**src/rtl/clz_seq_ctrl.sv**
```systemverilog
// Iterative count-leading-zeros / floor(log2) sequencer: one shared halving step
// runs STAGES times over a working register, with a valid/ready handshake on each side.
module clz_seq_ctrl #(
    parameter int DATA_WIDTH = 32,
    parameter int RES_WIDTH  = 8
) (
    input  logic                  clk,
    input  logic                  reset,
    input  logic                  enb,
    input  logic                  i_VALID,
    output logic                  o_READY,
    input  logic [DATA_WIDTH-1:0] i_WORD,
    output logic                  o_VALID,
    input  logic                  i_READY,
    output logic [RES_WIDTH-1:0]  o_RESULT,
    output logic [RES_WIDTH-1:0]  o_LOG2,
    output logic                  o_ZERO,
    output logic [DATA_WIDTH-1:0] o_NORM
);

    localparam int STAGES = $clog2(DATA_WIDTH);
    localparam int AW     = STAGES + 1;

    localparam logic [1:0] S_IDLE = 2'd0;
    localparam logic [1:0] S_RUN  = 2'd1;
    localparam logic [1:0] S_DONE = 2'd2;

    logic [1:0]            r_state;
    logic [DATA_WIDTH-1:0] r_wreg;
    logic [AW-1:0]         r_acc;
    logic [AW-1:0]         r_cnt;
    logic [RES_WIDTH-1:0]  r_result;
    logic [RES_WIDTH-1:0]  r_log2;
    logic                  r_zero;
    logic [DATA_WIDTH-1:0] r_norm;

    logic [AW-1:0]         w_shift;
    logic [AW-1:0]         w_top_sh;
    logic                  w_top_zero;
    logic [DATA_WIDTH-1:0] w_wreg_step;
    logic [AW-1:0]         w_acc_step;
    logic                  w_last;
    logic                  w_zero_fin;
    logic [AW-1:0]         w_acc_fin;
    logic [RES_WIDTH-1:0]  w_log2_fin;

    // Step cnt inspects the top s = DATA_WIDTH>>(cnt+1) bits of the live window.
    assign w_shift     = AW'(DATA_WIDTH >> (r_cnt + AW'(1)));
    assign w_top_sh    = AW'(DATA_WIDTH) - w_shift;
    assign w_top_zero  = (r_wreg >> w_top_sh) == '0;
    assign w_wreg_step = w_top_zero ? (r_wreg << w_shift) : r_wreg;
    assign w_acc_step  = w_top_zero ? (r_acc | w_shift) : r_acc;
    assign w_last      = (r_cnt == AW'(STAGES - 1));

    // After the final 1-bit step only a zero operand can still have a clear MSB.
    assign w_zero_fin  = ~w_wreg_step[DATA_WIDTH-1];
    assign w_acc_fin   = w_acc_step + AW'(w_zero_fin);
    assign w_log2_fin  = w_zero_fin ? '0 : RES_WIDTH'(DATA_WIDTH - 1) - RES_WIDTH'(w_acc_fin);

    // NOTE: all state below uses non-blocking assignments so every register samples
    // the pre-edge values of the step logic, matching the hardware it describes.
    always_ff @(posedge clk or negedge reset) begin
        if (!reset) begin
            r_state  <= S_IDLE;
            r_wreg   <= '0;
            r_acc    <= '0;
            r_cnt    <= '0;
            r_result <= '0;
            r_log2   <= '0;
            r_zero   <= 1'b0;
            r_norm   <= '0;
        end else if (enb) begin
            case (r_state)
                S_IDLE: begin
                    if (i_VALID) begin
                        r_wreg  <= i_WORD;
                        r_acc   <= '0;
                        r_cnt   <= '0;
                        r_state <= S_RUN;
                    end
                end
                S_RUN: begin
                    r_wreg <= w_wreg_step;
                    r_cnt  <= r_cnt + AW'(1);
                    if (w_last) begin
                        r_acc    <= w_acc_fin;
                        r_result <= RES_WIDTH'(w_acc_fin);
                        r_log2   <= w_log2_fin;
                        r_zero   <= w_zero_fin;
                        r_norm   <= w_wreg_step;
                        r_state  <= S_DONE;
                    end else begin
                        r_acc <= w_acc_step;
                    end
                end
                S_DONE: begin
                    if (i_READY) begin
                        r_state <= S_IDLE;
                    end
                end
                default: r_state <= S_IDLE;
            endcase
        end
    end

    assign o_READY  = reset && (r_state == S_IDLE);
    assign o_VALID  = (r_state == S_DONE);
    assign o_RESULT = r_result;
    assign o_LOG2   = r_log2;
    assign o_ZERO   = r_zero;
    assign o_NORM   = r_norm;

endmodule
```
**config.mk**
```make
export PLATFORM = sky130hd
export DESIGN_NAME = clz_seq_ctrl
export DESIGN_NICKNAME = d
export VERILOG_FILES = /design/src/rtl/clz_seq_ctrl.sv
export SDC_FILE = /design/constraint.sdc
export NUM_CORES = 1
export LEC_CHECK = 0
export CAP_MARGIN = 40
export CORE_MARGIN = 2
export CORE_UTILIZATION = 35
export DETAILED_ROUTE_END_ITERATION = 12
export PLACE_DENSITY = 0.52
export SKIP_CTS_REPAIR_TIMING = 1
export SYNTH_ARGS = -nofsm -noshare
export SYNTH_HDL_FRONTEND = slang
export SYNTH_SLANG_ARGS = --single-unit
```
**constraint.sdc**
```tcl
create_clock -name clk -period 13.4 [get_ports clk]
set_input_delay 2.01 -clock clk [delete_from_list [all_inputs] [get_ports clk]]
set_output_delay 2.01 -clock clk [all_outputs]
set_load 0.02 [all_outputs]
```
==> results.toml, run 1 <==
[run_status]
status = "completed"

[timing]
fin_crit_sh = 0.605
rsz0062_at_grt = "no"
fin_crit_ns = 8.11
slew_headroom = 0.455
clock_skew_ns = 0.0125
finalHoldViolCount = 0
timing.final.setup_violations = 0
slew_violations = 0
tightest_slew_ns = 0.817
fmax_mhz = 123
setup-tns-final_ns = 0

[clocking]
clock-sinks = 91
clk_pin_slew_ns = 0.07
clk_latency_ns = 0.36
clockBufferDepth = 2
htreeDepth = 3
cts_tree = "done"
cts.root.buffer_cell = "clkbuf_16"
cts_made_buffers = 9

[worst_hold_path]
hp-start = "o_RESULT[5]$_DFFE_PN0P_"
hold_depth = 2
min_path_type = "reg -> reg"
hold_end = "o_RESULT[5]$_DFFE_PN0P_"

[synthesis]
synthCells = 1014
synth-seq-area-share = 0.298
synth_seq_cells = 91
synth_edf_count = 0
syn_area_sq_mm = 0.00765
synth.distinct_cells = 82
async_flop_share = 1.00
syn-mean-instance-area_sq_um = 7.55
synthFlopType = "dfrtp_1"
yosysWarnings = 0

[setup_path]
path_buf_inv = 6
worstPathRequired_ns = 13.64
crit_fanout = 44
critPathMaxStageDelay_ns = 0.78
critical-path-top-delay-family = "compound AO/OA/AOI/OAI gates"
end_kind = "flip-flop"
rrSetupSlack_ns = 5.29
reg2reg_from = "r_cnt[0]$_DFFE_PN0P_"
crit_type = "reg -> reg"
worstSetupStartpointType = "flip-flop"
reg2reg_depth = 24
crit_chain = "buf_4 -> inv_2 -> ha_1 -> nor3_1 -> o21ai_2 -> nor2_4 -> buf_4 -> inv_2 -> ha_1 -> buf_4 -> mux4_2 -> a32o_1 -> o41ai_2 -> a21boi_2 -> nor2_2 -> buf_8 -> nor2_1 -> a21o_1 -> ha_1 -> and3_1 -> a22o_1 -> o21ai_1 -> or2_0 -> a211o_1"
critPathArrivalTime_ns = 8.35
slowest_stage = "ha_1"
rr_endpoint = "r_acc[5]$_DFFE_PN0P_"

[route]
drt_iter0_drc = 639
routed_via_density = 5.88
vias = 7670
drt_pass1_iterations = 6
route.detailed.drc = 0
wl_per_cell_um = 21.1
routed_wl_um = 27500
antenna_left = 0

[global_routing]
grt_pass1_wl_um = 43700
grt_max_degree = 73
antenna_found_initial = 0
grt_pass1_vias = 7265
grtUsageTotal = 0.237
gr-total-overflow = 0

[placement]
dp_hpwl_um = 19600
gp_congestion = 0.954
postPlaceCellArea_sq_mm = 0.00855
port_buffers = 85

[die]
dieArea_sq_mm = 0.0231
die_height_um = 152
dieWidth_um = 152
rows = 54
core_sq_mm = 0.0216
io_pins = 88
start_util = 0.354

[layout]
num-fill-cells = 2283
drive_gt1_frac = 0.0849
antennaDiodeCount = 0
area_growth_pct = 16.0
final_area_sq_mm = 0.00887
fin_nets = 1063

[run]
cap_violations = 0
-- per-layer routing --
metal	track usage	wire, um
met1	0.339	12800
met2	0.368	12400
met3	0.0357	1510
met4	0.0757	756
met5	0	0
-- state kept, by name (all words and copies together) (netlist names) --
name,flops
r_state,2
o_RESULT,6
r_acc,6
r_wreg,32
r_cnt,6
o_ZERO,1
o_NORM,32
o_LOG2,6
-- worst max-delay path by stage --
stage                         start                 endpoint  slack, ns  cells past startpoint
2_1_floorplan  r_cnt[0]$_DFFE_PN0P_     r_acc[5]$_DFFE_PN0P_       6.89                     29
3_3_place_gp   r_cnt[0]$_DFFE_PN0P_  o_RESULT[3]$_DFFE_PN0P_       5.37                     25
3_5_place_dp   r_cnt[0]$_DFFE_PN0P_     r_acc[5]$_DFFE_PN0P_       5.45                     24
4_1_cts        r_cnt[0]$_DFFE_PN0P_     r_acc[5]$_DFFE_PN0P_       5.41                     24
5_1_grt        r_cnt[0]$_DFFE_PN0P_     r_acc[5]$_DFFE_PN0P_       4.70                     26
6_report       r_cnt[0]$_DFFE_PN0P_     r_acc[5]$_DFFE_PN0P_       5.29                     24
-- layout make-up --
type | instances | area, sq um | area share
Clock inverter | 7 | 93.8 | 0.0106
Multi-Input combinational cell | 802 | 4860 | 0.548
Tap cell | 280 | 350 | 0.0395
Sequential cell | 91 | 2280 | 0.257
Clock buffer | 9 | 225 | 0.0254
Timing Repair Buffer | 103 | 1010 | 0.114
Inverter | 13 | 48.8 | 0.00550
-- stage by stage --
| stage | cells | utilization | setup slack, ns | hold WS (ns) |
|---|---|---|---|---|
| 6_report | 1305 | 0.410 | 5.29 | 0.473 |
| 5_1_grt | 1305 | 0.410 | 4.70 | 0.501 |
| 4_1_cts | 1305 | 0.410 | 5.41 | 0.480 |
| 3_5_place_dp | 1289 | 0.396 | 5.45 | 0.465 |
| 3_3_place_gp | 1285 | 0.393 | 5.37 | 0.463 |
| 2_1_floorplan | 1015 | - | 6.89 | 0.472 |
-- worst min-delay path, delay by kind of cell, from the launching register on --
family,cells,cell delay [ns]
DFF,1,0.34
and+or+nand+nor,1,0.05
AOI/OAI and AO/OA,1,0.05
-- synthesized netlist by cell type, drive strengths merged (6+ instances only) --
master	n	area, sq um
o21ai	132	664
a211oi	56	445
o31ai	7	66.3
nor3	52	272
clkbuf	76	288
mux4	9	203
or2	6	37.5
ha	6	75.1
nand3	17	85.1
a31oi	20	125
o22ai	8	56.3
and3	7	43.8
nor2	89	347
a211o	6	53.8
buf	33	191
dfrtp	91	2280
a21oi	65	325
inv	13	48.8
mux2i	46	460
and2	6	37.5
nand2	162	611
nor4	7	43.8
mux2	7	78.8
nor3b	6	50.1
-- cell usage in the layout (no fill, tap or decap), drive strengths merged, types with 19 or more instances in the layout --
cell / synthesis / layout
buf: 33 / 19
nor2: 89 / 89
dfrtp: 91 / 91
nor3: 52 / 52
a211oi: 56 / 56
nand2: 162 / 162
mux2i: 46 / 46
o21ai: 132 / 132
a21oi: 65 / 65
clkdlybuf4s50: 0 / 84
a31oi: 20 / 20
-- cell families (layout without fill, tap and decap cells) --
logic type / after synthesis / in the layout / share of synthesized area
and+or+nand+nor: 377 / 377 / 0.225
AOI/OAI and AO/OA: 349 / 349 / 0.295
buffers and inverters: 122 / 132 / 0.0690
DFF: 91 / 91 / 0.298
muxes: 62 / 62 / 0.0970
adders and majority gates: 6 / 6 / 0.00981
xor gates and xnor gates: 6 / 6 / 0.00687
other: 1 / 2 / 0.000490
Power of run 1 is not shown: default switching activity piles up to over one toggle a cycle in this logic, so the estimate is an artifact.
==> inputs of run 2 (changes only) <==
==> constraint.sdc (replaced) <==
create_clock -name clk -period 8 [get_ports clk]
set_input_delay 1.2 -clock clk [delete_from_list [all_inputs] [get_ports clk]]
set_output_delay 1.2 -clock clk [all_outputs]
set_load 0.02 [all_outputs]
==> run 2 against run 1 <==
  * Flip-flop and latch count stayed put
  * Largest cell class unchanged
  * Via count rose by 1.4%
  * Critical path type unchanged
  * Non-clock buffer count rose by 4
==> results.toml, run 2 (synthesis gave the netlist of run 1 again) <==
[run_status]
status = "completed"

[layout]
drive_gt1_frac = 0.0875
antennaDiodeCount = 0
fin_util = 0.412
num-fill-cells = 2268
mostFrequentLayoutCell = "nand2_1"
area_growth_pct = 16.3
fin_nets = 1067
final_cell_mix = "nand2_1, dfrtp_1, nor2_1, o21ai_0, clkdlybuf4s50_1"

[clocking]
clock-sinks = 91
cts.root.buffer_cell = "clkbuf_16"
clockBufferDepth = 2
clk_pin_slew_ns = 0.08
htreeDepth = 3
cts_made_buffers = 9
clk_latency_ns = 0.36
cts_tree = "done"

[die]
dieWidth_um = 152
core_sq_mm = 0.0216
rows = 54
start_util = 0.354
die_height_um = 152
dieArea_sq_mm = 0.0231
io_pins = 88

[setup_path]
worstPathRequired_ns = 8.25
worstSetupStartpointType = "flip-flop"
slowest_stage = "a32oi_2"
end_kind = "flip-flop"
crit_fanout = 28
crit_chain = "ha_1 -> nor2b_1 -> a32oi_2 -> nor3_4 -> inv_2 -> ha_1 -> buf_4 -> a21oi_1 -> o21ai_0 -> nand4_1 -> mux2_1 -> a211o_1 -> a21boi_2 -> nor2_2 -> buf_4 -> nor2_1 -> a21o_1 -> ha_1 -> and3_1 -> a22o_1 -> o21ai_1 -> or2_0 -> a211o_1"
path_buf_inv = 3
cpMostUsedCell = "ha_1"
critPathMaxStageDelay_ns = 0.69
critical-path-top-delay-family = "compound AO/OA/AOI/OAI gates"
crit_type = "reg -> reg"
critPathArrivalTime_ns = 7.02

[timing]
setup-tns-final_ns = 0
tightest_slew_ns = 0.831
clock_skew_ns = 0.00825
slew_headroom = 0.446
slew_violations = 0
fin_crit_ns = 6.77
fin_crit_sh = 0.846
timing.final.setup_violations = 0
finalHoldViolCount = 0
fmax_mhz = 148
rsz0062_at_grt = "no"

[global_routing]
grtUsageTotal = 0.237
antenna_found_initial = 0
grt_max_degree = 73
grt_pass1_vias = 7309
grt_pass1_wl_um = 44000
gr-total-overflow = 0

[route]
drt_iter0_drc = 790
routed_wl_um = 27600
routed_via_density = 5.94
drt_pass1_iterations = 7
route.detailed.drc = 0
wl_per_cell_um = 21.1
vias = 7780
antenna_left = 0

[run]
cap_violations = 0

[placement]
gp_congestion = 0.909
port_buffers = 85
dp_hpwl_um = 19600

[worst_hold_path]
min_path_type = "reg -> reg"
-- run 2: path summary, 6_finish.rpt --
kind / startpoint / to / slack (ns) / cells past startpoint
worst min-delay path: o_RESULT[0]$_DFFE_PN0P_ / o_RESULT[0]$_DFFE_PN0P_ / 0.47 / 2
min in group asynchronous: reset / r_cnt[2]$_DFFE_PN0P_ / 0.77 / 1
max in group asynchronous: reset / r_wreg[20]$_DFFE_PN0P_ / 6.04 / 2
worst max-delay path: r_cnt[1]$_DFFE_PN0P_ / r_acc[5]$_DFFE_PN0P_ / 1.23 / 23
worst min register to register: o_RESULT[0]$_DFFE_PN0P_ / o_RESULT[0]$_DFFE_PN0P_ / 0.47 / 2
worst max register to register: r_cnt[1]$_DFFE_PN0P_ / r_acc[5]$_DFFE_PN0P_ / 1.23 / 23
-- run 2: metrics by stage --
| stage | worst slack, ns | hold slack [ns] | cells | cell area (sq um) |
|---|---|---|---|---|
| 6_report | 1.23 | 0.475 | 1309 | 8900 |
| 5_1_grt | 0.633 | 0.502 | 1309 | 8900 |
| 4_1_cts | 1.32 | 0.484 | 1309 | 8900 |
| 3_5_place_dp | 1.34 | 0.464 | 1293 | 8580 |
| 3_3_place_gp | 1.47 | 0.463 | 1291 | 8540 |
| 2_1_floorplan | 1.49 | 0.472 | 1015 | 7650 |
-- run 2: area by class of cell --
class / count / area (sq um) / share of cell area
clock buffers: 9 / 225 / 0.0253
clock inverters: 7 / 95.1 / 0.0107
inverters: 13 / 48.8 / 0.00548
multi-input cells: 802 / 4870 / 0.547
flip-flops and latches: 91 / 2280 / 0.256
well taps: 280 / 350 / 0.0394
repair buffers: 107 / 1030 / 0.116
-- run 2: worst reg2reg max path, cell delays in order (launching register included) --
cell	delay (ns)
dfrtp_1	0.48
ha_1	0.46
nor2b_1	0.15
a32oi_2	0.69
nor3_4	0.11
inv_2	0.08
ha_1	0.68
buf_4	0.38
a21oi_1	0.10
o21ai_0	0.16
nand4_1	0.14
mux2_1	0.36
a211o_1	0.31
a21boi_2	0.45
nor2_2	0.05
buf_4	0.24
nor2_1	0.45
a21o_1	0.23
ha_1	0.21
and3_1	0.16
a22o_1	0.14
o21ai_1	0.12
or2_0	0.24
a211o_1	0.25
-- run 2: routing by layer --
metal,share of wire,global-route usage
met5,0,0
met4,0.026,0.0797
met3,0.058,0.0385
met2,0.45,0.369
met1,0.46,0.336
Power of run 2 is left out for the same reason.
